### src/rtl/mem_write_buffer.sv
// rtl/mem_write_buffer.sv - posted-write FIFO between DataMemory and backing memory
// Acks writes immediately, drains them in order, forwards reads from the youngest buffered copy.
module mem_write_buffer #(
  parameter int ADDR_W = 32,
  parameter int DATA_W = 32,
  parameter int DEPTH  = 4
) (
  input  logic                         clk,
  input  logic                         rst_n,
  input  logic [ADDR_W-1:0]            up_addr,
  input  logic                         up_read_en,
  input  logic                         up_write_en,
  input  logic [DATA_W-1:0]            up_write_val,
  output logic [DATA_W-1:0]            up_read_val,
  output logic                         up_response,
  output logic [ADDR_W-1:0]            dn_addr,
  output logic                         dn_read_en,
  output logic                         dn_write_en,
  output logic [DATA_W-1:0]            dn_write_val,
  input  logic [DATA_W-1:0]            dn_read_val,
  input  logic                         dn_response,
  output logic [$clog2(DEPTH+1)-1:0]   buf_count,
  output logic                         buf_empty
);
  localparam int PTR_W = $clog2(DEPTH);
  localparam int CNT_W = $clog2(DEPTH+1);

  typedef enum logic [1:0] {UP_IDLE, UP_RESP, UP_WAITRD} up_state_t;
  typedef enum logic [1:0] {DN_IDLE, DN_WR, DN_RD} dn_state_t;

  up_state_t          up_state_q;
  dn_state_t          dn_state_q;
  logic [ADDR_W-1:0]  addr_q [DEPTH];
  logic [DATA_W-1:0]  data_q [DEPTH];
  logic [PTR_W-1:0]   wr_ptr_q, rd_ptr_q;
  logic [CNT_W-1:0]   count_q, count_d;
  logic [DATA_W-1:0]  up_read_val_q;
  logic               up_response_q;
  logic               miss_pend_q;
  logic [ADDR_W-1:0]  miss_addr_q;
  logic [ADDR_W-1:0]  dn_addr_q;
  logic               dn_read_en_q, dn_write_en_q;
  logic [DATA_W-1:0]  dn_write_val_q;

  logic               pop, push, can_push, rd_done;
  logic               hit;
  logic [DATA_W-1:0]  hit_data;
  logic [PTR_W-1:0]   idx;

  assign pop      = (dn_state_q == DN_WR) && dn_response;
  assign rd_done  = (dn_state_q == DN_RD) && dn_response;
  // A full FIFO still accepts a write on the edge the head drains.
  assign can_push = (count_q != CNT_W'(DEPTH)) || pop;
  assign push     = (up_state_q == UP_IDLE) && up_write_en && can_push;

  // Scan oldest to youngest so the last match left standing is the youngest copy.
  always_comb begin
    hit      = 1'b0;
    hit_data = '0;
    idx      = '0;
    for (int i = 0; i < DEPTH; i++) begin
      idx = rd_ptr_q + PTR_W'(i);
      if ((CNT_W'(i) < count_q) && (addr_q[idx] == up_addr)) begin
        hit      = 1'b1;
        hit_data = data_q[idx];
      end
    end
  end

  always_comb begin
    count_d = count_q;
    case ({push, pop})
      2'b10:   count_d = count_q + CNT_W'(1);
      2'b01:   count_d = count_q - CNT_W'(1);
      default: count_d = count_q;
    endcase
  end

  always_ff @(posedge clk) begin
    if (push) begin
      addr_q[wr_ptr_q] <= up_addr;
      data_q[wr_ptr_q] <= up_write_val;
    end
  end

  always_ff @(posedge clk or negedge rst_n) begin
    if (!rst_n) begin
      wr_ptr_q <= '0;
      rd_ptr_q <= '0;
      count_q  <= '0;
    end else begin
      if (push) wr_ptr_q <= wr_ptr_q + PTR_W'(1);
      if (pop)  rd_ptr_q <= rd_ptr_q + PTR_W'(1);
      count_q <= count_d;
    end
  end

  always_ff @(posedge clk or negedge rst_n) begin
    if (!rst_n) begin
      up_state_q    <= UP_IDLE;
      up_response_q <= 1'b0;
      up_read_val_q <= '0;
      miss_pend_q   <= 1'b0;
      miss_addr_q   <= '0;
    end else begin
      up_response_q <= 1'b0;
      case (up_state_q)
        UP_IDLE: begin
          if (up_write_en) begin
            if (can_push) begin
              up_response_q <= 1'b1;
              up_state_q    <= UP_RESP;
            end
          end else if (up_read_en) begin
            if (hit) begin
              up_read_val_q <= hit_data;
              up_response_q <= 1'b1;
              up_state_q    <= UP_RESP;
            end else begin
              miss_pend_q <= 1'b1;
              miss_addr_q <= up_addr;
              up_state_q  <= UP_WAITRD;
            end
          end
        end
        UP_RESP: up_state_q <= UP_IDLE;
        UP_WAITRD: begin
          if (rd_done) begin
            up_read_val_q <= dn_read_val;
            up_response_q <= 1'b1;
            miss_pend_q   <= 1'b0;
            up_state_q    <= UP_RESP;
          end
        end
        default: up_state_q <= UP_IDLE;
      endcase
    end
  end

  // A pending miss means no buffered copy exists, so serving it before draining is safe.
  always_ff @(posedge clk or negedge rst_n) begin
    if (!rst_n) begin
      dn_state_q     <= DN_IDLE;
      dn_addr_q      <= '0;
      dn_read_en_q   <= 1'b0;
      dn_write_en_q  <= 1'b0;
      dn_write_val_q <= '0;
    end else begin
      case (dn_state_q)
        DN_IDLE: begin
          if (miss_pend_q) begin
            dn_addr_q    <= miss_addr_q;
            dn_read_en_q <= 1'b1;
            dn_state_q   <= DN_RD;
          end else if (count_q != '0) begin
            dn_addr_q      <= addr_q[rd_ptr_q];
            dn_write_val_q <= data_q[rd_ptr_q];
            dn_write_en_q  <= 1'b1;
            dn_state_q     <= DN_WR;
          end
        end
        DN_WR: begin
          if (dn_response) begin
            dn_write_en_q <= 1'b0;
            dn_state_q    <= DN_IDLE;
          end
        end
        DN_RD: begin
          if (dn_response) begin
            dn_read_en_q <= 1'b0;
            dn_state_q   <= DN_IDLE;
          end
        end
        default: dn_state_q <= DN_IDLE;
      endcase
    end
  end

  assign up_read_val  = up_read_val_q;
  assign up_response  = up_response_q;
  assign dn_addr      = dn_addr_q;
  assign dn_read_en   = dn_read_en_q;
  assign dn_write_en  = dn_write_en_q;
  assign dn_write_val = dn_write_val_q;
  assign buf_count    = count_q;
  assign buf_empty    = (count_q == '0);
endmodule

### config.mk
export PLATFORM = sky130hd
export DESIGN_NAME = mem_write_buffer
export DESIGN_NICKNAME = d
export VERILOG_FILES = /design/src/rtl/mem_write_buffer.sv
export SDC_FILE = /design/constraint.sdc
export NUM_CORES = 1
export LEC_CHECK = 0
export BUFFER_PORTS_ARGS = -buffer_cell sky130_fd_sc_hd__buf_4
export CORE_MARGIN = 3
export CORE_UTILIZATION = 60
export CTS_CLUSTER_DIAMETER = 150
export CTS_CLUSTER_SIZE = 40
export DETAILED_ROUTE_END_ITERATION = 8
export PLACE_DENSITY = 0.8
export SYNTH_ARGS = -nofsm -noshare
export SYNTH_HDL_FRONTEND = slang
export SYNTH_SLANG_ARGS = --single-unit
### constraint.sdc
create_clock -name clk -period 10.6 [get_ports clk]
set_clock_uncertainty 0.15 [all_clocks]
set_input_delay 2.12 -clock clk [delete_from_list [all_inputs] [get_ports clk]]
set_output_delay 2.12 -clock clk [all_outputs]
set_load 0.01 [all_outputs]
==> results.yml <==
status:
  status: "completed"
die:
  std_cell_rows: 70
  dieWidth_um: 201
  start_util: 0.615
  dieHeight_um: 201
  core_um2: 37000
  io_pins: 204
  dieArea_um2: 40300
clock_tree:
  htree_levels: 1
  ctsHoldBuffers: 0
  path_clk_slew_ps: 150
  clock-root-buffer: "clkbuf_16"
  clockBufferDepth: 3
  cts_buffers: 13
  insertion_delay_ps: 540
  cts-resized-gates: 0
  clock_sinks: 399
  cts_setup_buffers: 0
  cts_tree: "yes"
synth:
  synthAdderAreaFrac: 0.00659
  synth-edff-count: 256
  yosysWarnings: 0
  ys_types: 75
  async_reset_ff_frac: 0.358
  synth_cells: 1939
  ys_ff_latch: 399
  synth_top_family_by_area: "multiplexers"
  syn_area_per_cell_um2: 11.7
  synthSimpleGateAreaFrac: 0.0901
  synthMuxAreaShare: 0.216
  seq_area_frac_synth: 0.495
  syn_nets: 2052
  syn_area_um2: 22800
  ys.flop_type: "edfxtp_1"
  synth-compound-area-share: 0.108
  synth_xor_area_frac: 0.0438
setup_path:
  critPathKind: "register to register"
  cp_data_arrival_time_ps: 6500
  worstPathRequired_ps: 10900
  cp-end-kind: "register"
  cp_max_fo: 150
  startpoint_type: "register"
sta:
  hold_viol_final: 0
  fin_ws_ps: 4400
  setup_viol: 0
  fin_tns_setup_ps: 0
  min_period_over_period: 0.585
  drv_slew: 0
  fin_crit_ps: 6200
  slew_headroom: 0.134
  tightest_slew_ps: 1300
  fmax_mhz: 161
  rsz0062_at_grt: "no"
final_layout:
  fillers: 2795
  finalNonFillerCells: 2537
  nNetsFinal: 2139
  layout-drive-gt1-share: 0.218
  final_core_util: 0.668
  syn_to_final_growth_pct: 8.57
routing:
  routed_wirelength_um: 65800
  via_per_inst: 6.69
  via_count: 16963
  wire_per_inst_um: 25.9
  dr.pass1.iters: 6
  drt_iter0_markers: 1986
  drc_errors: 0
  ant_nets: 0
placed_design:
  dp_hpwl_um: 43800
  preCtsSetupSlack_ps: 4490
  gp_congestion: 0.986
  portBuffers: 203
  post-place-cells: 2515
power:
  p_leak_uw: 0.00947
  p_per_area_nw_per_um2: 270
  peakVddDrop_mv: 0.205
grt:
  antenna_found_initial: 2
  grt_pass1_wl_um: 100000
  grt_max_degree: 151
  grt_pass1_vias: 16675
  grt_usage: 0.317
  grt_overflow_total: 0
run:
  drv_cap: 0
hold_path:
  holdCritPathClass: "register to register"
==> critical path, stage by stage (launching register included) <==
cell and delay, ps:
dfrtp_4 880, buf_12 650, mux2i_1 650, a22oi_1 180, o2111ai_1 240, o22ai_1 160
nand4_2 290, or2_1 1040, nand2_1 300, nor2_1 910, o21ai_0 210, a41oi_1 270
==> power breakdown <==
part           leakage, µW  internal [µW]  switching [µW]  total [µW]
Sequential         0.00404           2110             332        2440
Clock             0.000173            239             454         693
Combinational      0.00526           1490            2060        3560
Total              0.00947           3840            2850        6690
==> synth_stat cells (6+ instances only) <==
| master | n | area share |
|---|---|---|
| clkbuf_1 | 71 | 0.012 |
| dfrtp_1 | 143 | 0.16 |
| nand2_1 | 104 | 0.017 |
| ha_1 | 12 | 0.0066 |
| buf_4 | 22 | 0.0073 |
| a2bb2oi_1 | 9 | 0.0035 |
| inv_1 | 24 | 0.0040 |
| a221oi_1 | 29 | 0.011 |
| mux2_2 | 147 | 0.073 |
| a211oi_1 | 23 | 0.0076 |
| edfxtp_1 | 256 | 0.34 |
| xnor2_1 | 87 | 0.033 |
| a211o_1 | 18 | 0.0069 |
| buf_6 | 8 | 0.0040 |
| nor2b_1 | 15 | 0.0041 |
| and2_1 | 13 | 0.0036 |
| nor2_1 | 115 | 0.019 |
| buf_2 | 30 | 0.0066 |
| mux2i_1 | 251 | 0.11 |
| xor2_1 | 27 | 0.010 |
| a22oi_1 | 11 | 0.0036 |
| o22ai_1 | 10 | 0.0027 |
| nor4_1 | 7 | 0.0019 |
| a21oi_1 | 70 | 0.015 |
| nand4_1 | 26 | 0.0071 |
| a31oi_1 | 30 | 0.0082 |
| nor3_1 | 21 | 0.0046 |
| buf_1 | 18 | 0.0030 |
| nand3_1 | 63 | 0.014 |
| o21ai_0 | 123 | 0.027 |
| mux4_2 | 33 | 0.033 |
| nand2b_1 | 28 | 0.0077 |
| o2bb2ai_1 | 6 | 0.0023 |
==> sequential cells by signal (all words and copies together), names as in the netlist, 2 cells and up <==
signal        count
addr_q          128
buf_count         3
up_read_val      32
rd_ptr_q          2
wr_ptr_q          2
dn_write_val     32
dn_addr          32
miss_addr_q      32
data_q          128
up_state_q        2
dn_state_q        2
==> path summary, 6_finish.rpt <==
kind	from	end	slack, ps	depth (start not counted)
worst min-delay path	dn_write_val[24]	dn_write_val[24]	340	2
min in group asynchronous	rst_n	dn_addr[15]	1590	1
worst max register to register	rd_ptr_q[1]	up_read_val[28]	4400	11
worst max-delay path	rd_ptr_q[1]	up_read_val[28]	4400	11
worst min register to register	dn_write_val[24]	dn_write_val[24]	340	2
max in group asynchronous	rst_n	rd_ptr_q[0]	7380	2
==> routing by layer <==
metal	vias to the layer above	share of wire	global-route usage
met4	0	0.028	0.0828
li1	7433	-	-
met5	-	0	0
met3	139	0.12	0.0748
met1	8383	0.41	0.466
met2	1008	0.44	0.478
==> kinds of logic (layout without fill, tap and decap cells) <==
family,count (synthesis),in the layout
XOR/XNOR,114,114
AO/OA/AOI/OAI,379,379
flip-flops,399,399
buffers and inverters,180,273
other,0,1
adder cells (fa/ha/maj),12,12
AND/OR/NAND/NOR,423,423
multiplexers,432,432
==> cell type report <==
type                    count  area [µm²]  area share
diodes                      1        2.50    0.000101
inverters                  26        97.6     0.00395
clock buffers              21         359      0.0145
repair buffers            226        1730      0.0698
multi-input cells        1360       10600       0.430
well taps                 504         631      0.0255
flip-flops and latches    399       11300       0.456
==> metrics by stage <==
stage | hold WS (ps) | instance area (µm²) | power [µW]
2_1_floorplan | 330 | 22800 | 4790
3_3_place_gp | 314 | 24400 | 5840
3_5_place_dp | 322 | 24400 | 5940
4_1_cts | 353 | 24700 | 6620
5_1_grt | 375 | 24700 | 7030
6_report | 345 | 24700 | 6690
==> cells in the final DEF (no fill, tap or decap), drive strengths merged, types with 8 or more instances in the layout <==
| master | n |
|---|---|
| ha | 12 |
| mux2i | 251 |
| a211oi | 23 |
| nor2 | 115 |
| clkbuf | 21 |
| a2bb2oi | 9 |
| nand3 | 63 |
| inv | 26 |
| o21ai | 124 |
| nor4 | 8 |
| a22oi | 11 |
| nor2b | 15 |
| nand2b | 28 |
| nand4 | 27 |
| a211o | 18 |
| a21oi | 71 |
| edfxtp | 256 |
| nand2 | 104 |
| xnor2 | 87 |
| nor3 | 21 |
| a221oi | 29 |
| mux2 | 148 |
| buf | 226 |
| dfrtp | 143 |
| and2 | 13 |
| mux4 | 33 |
| o22ai | 10 |
| xor2 | 27 |
| a31oi | 30 |
(Power assumes the default switching activity.)
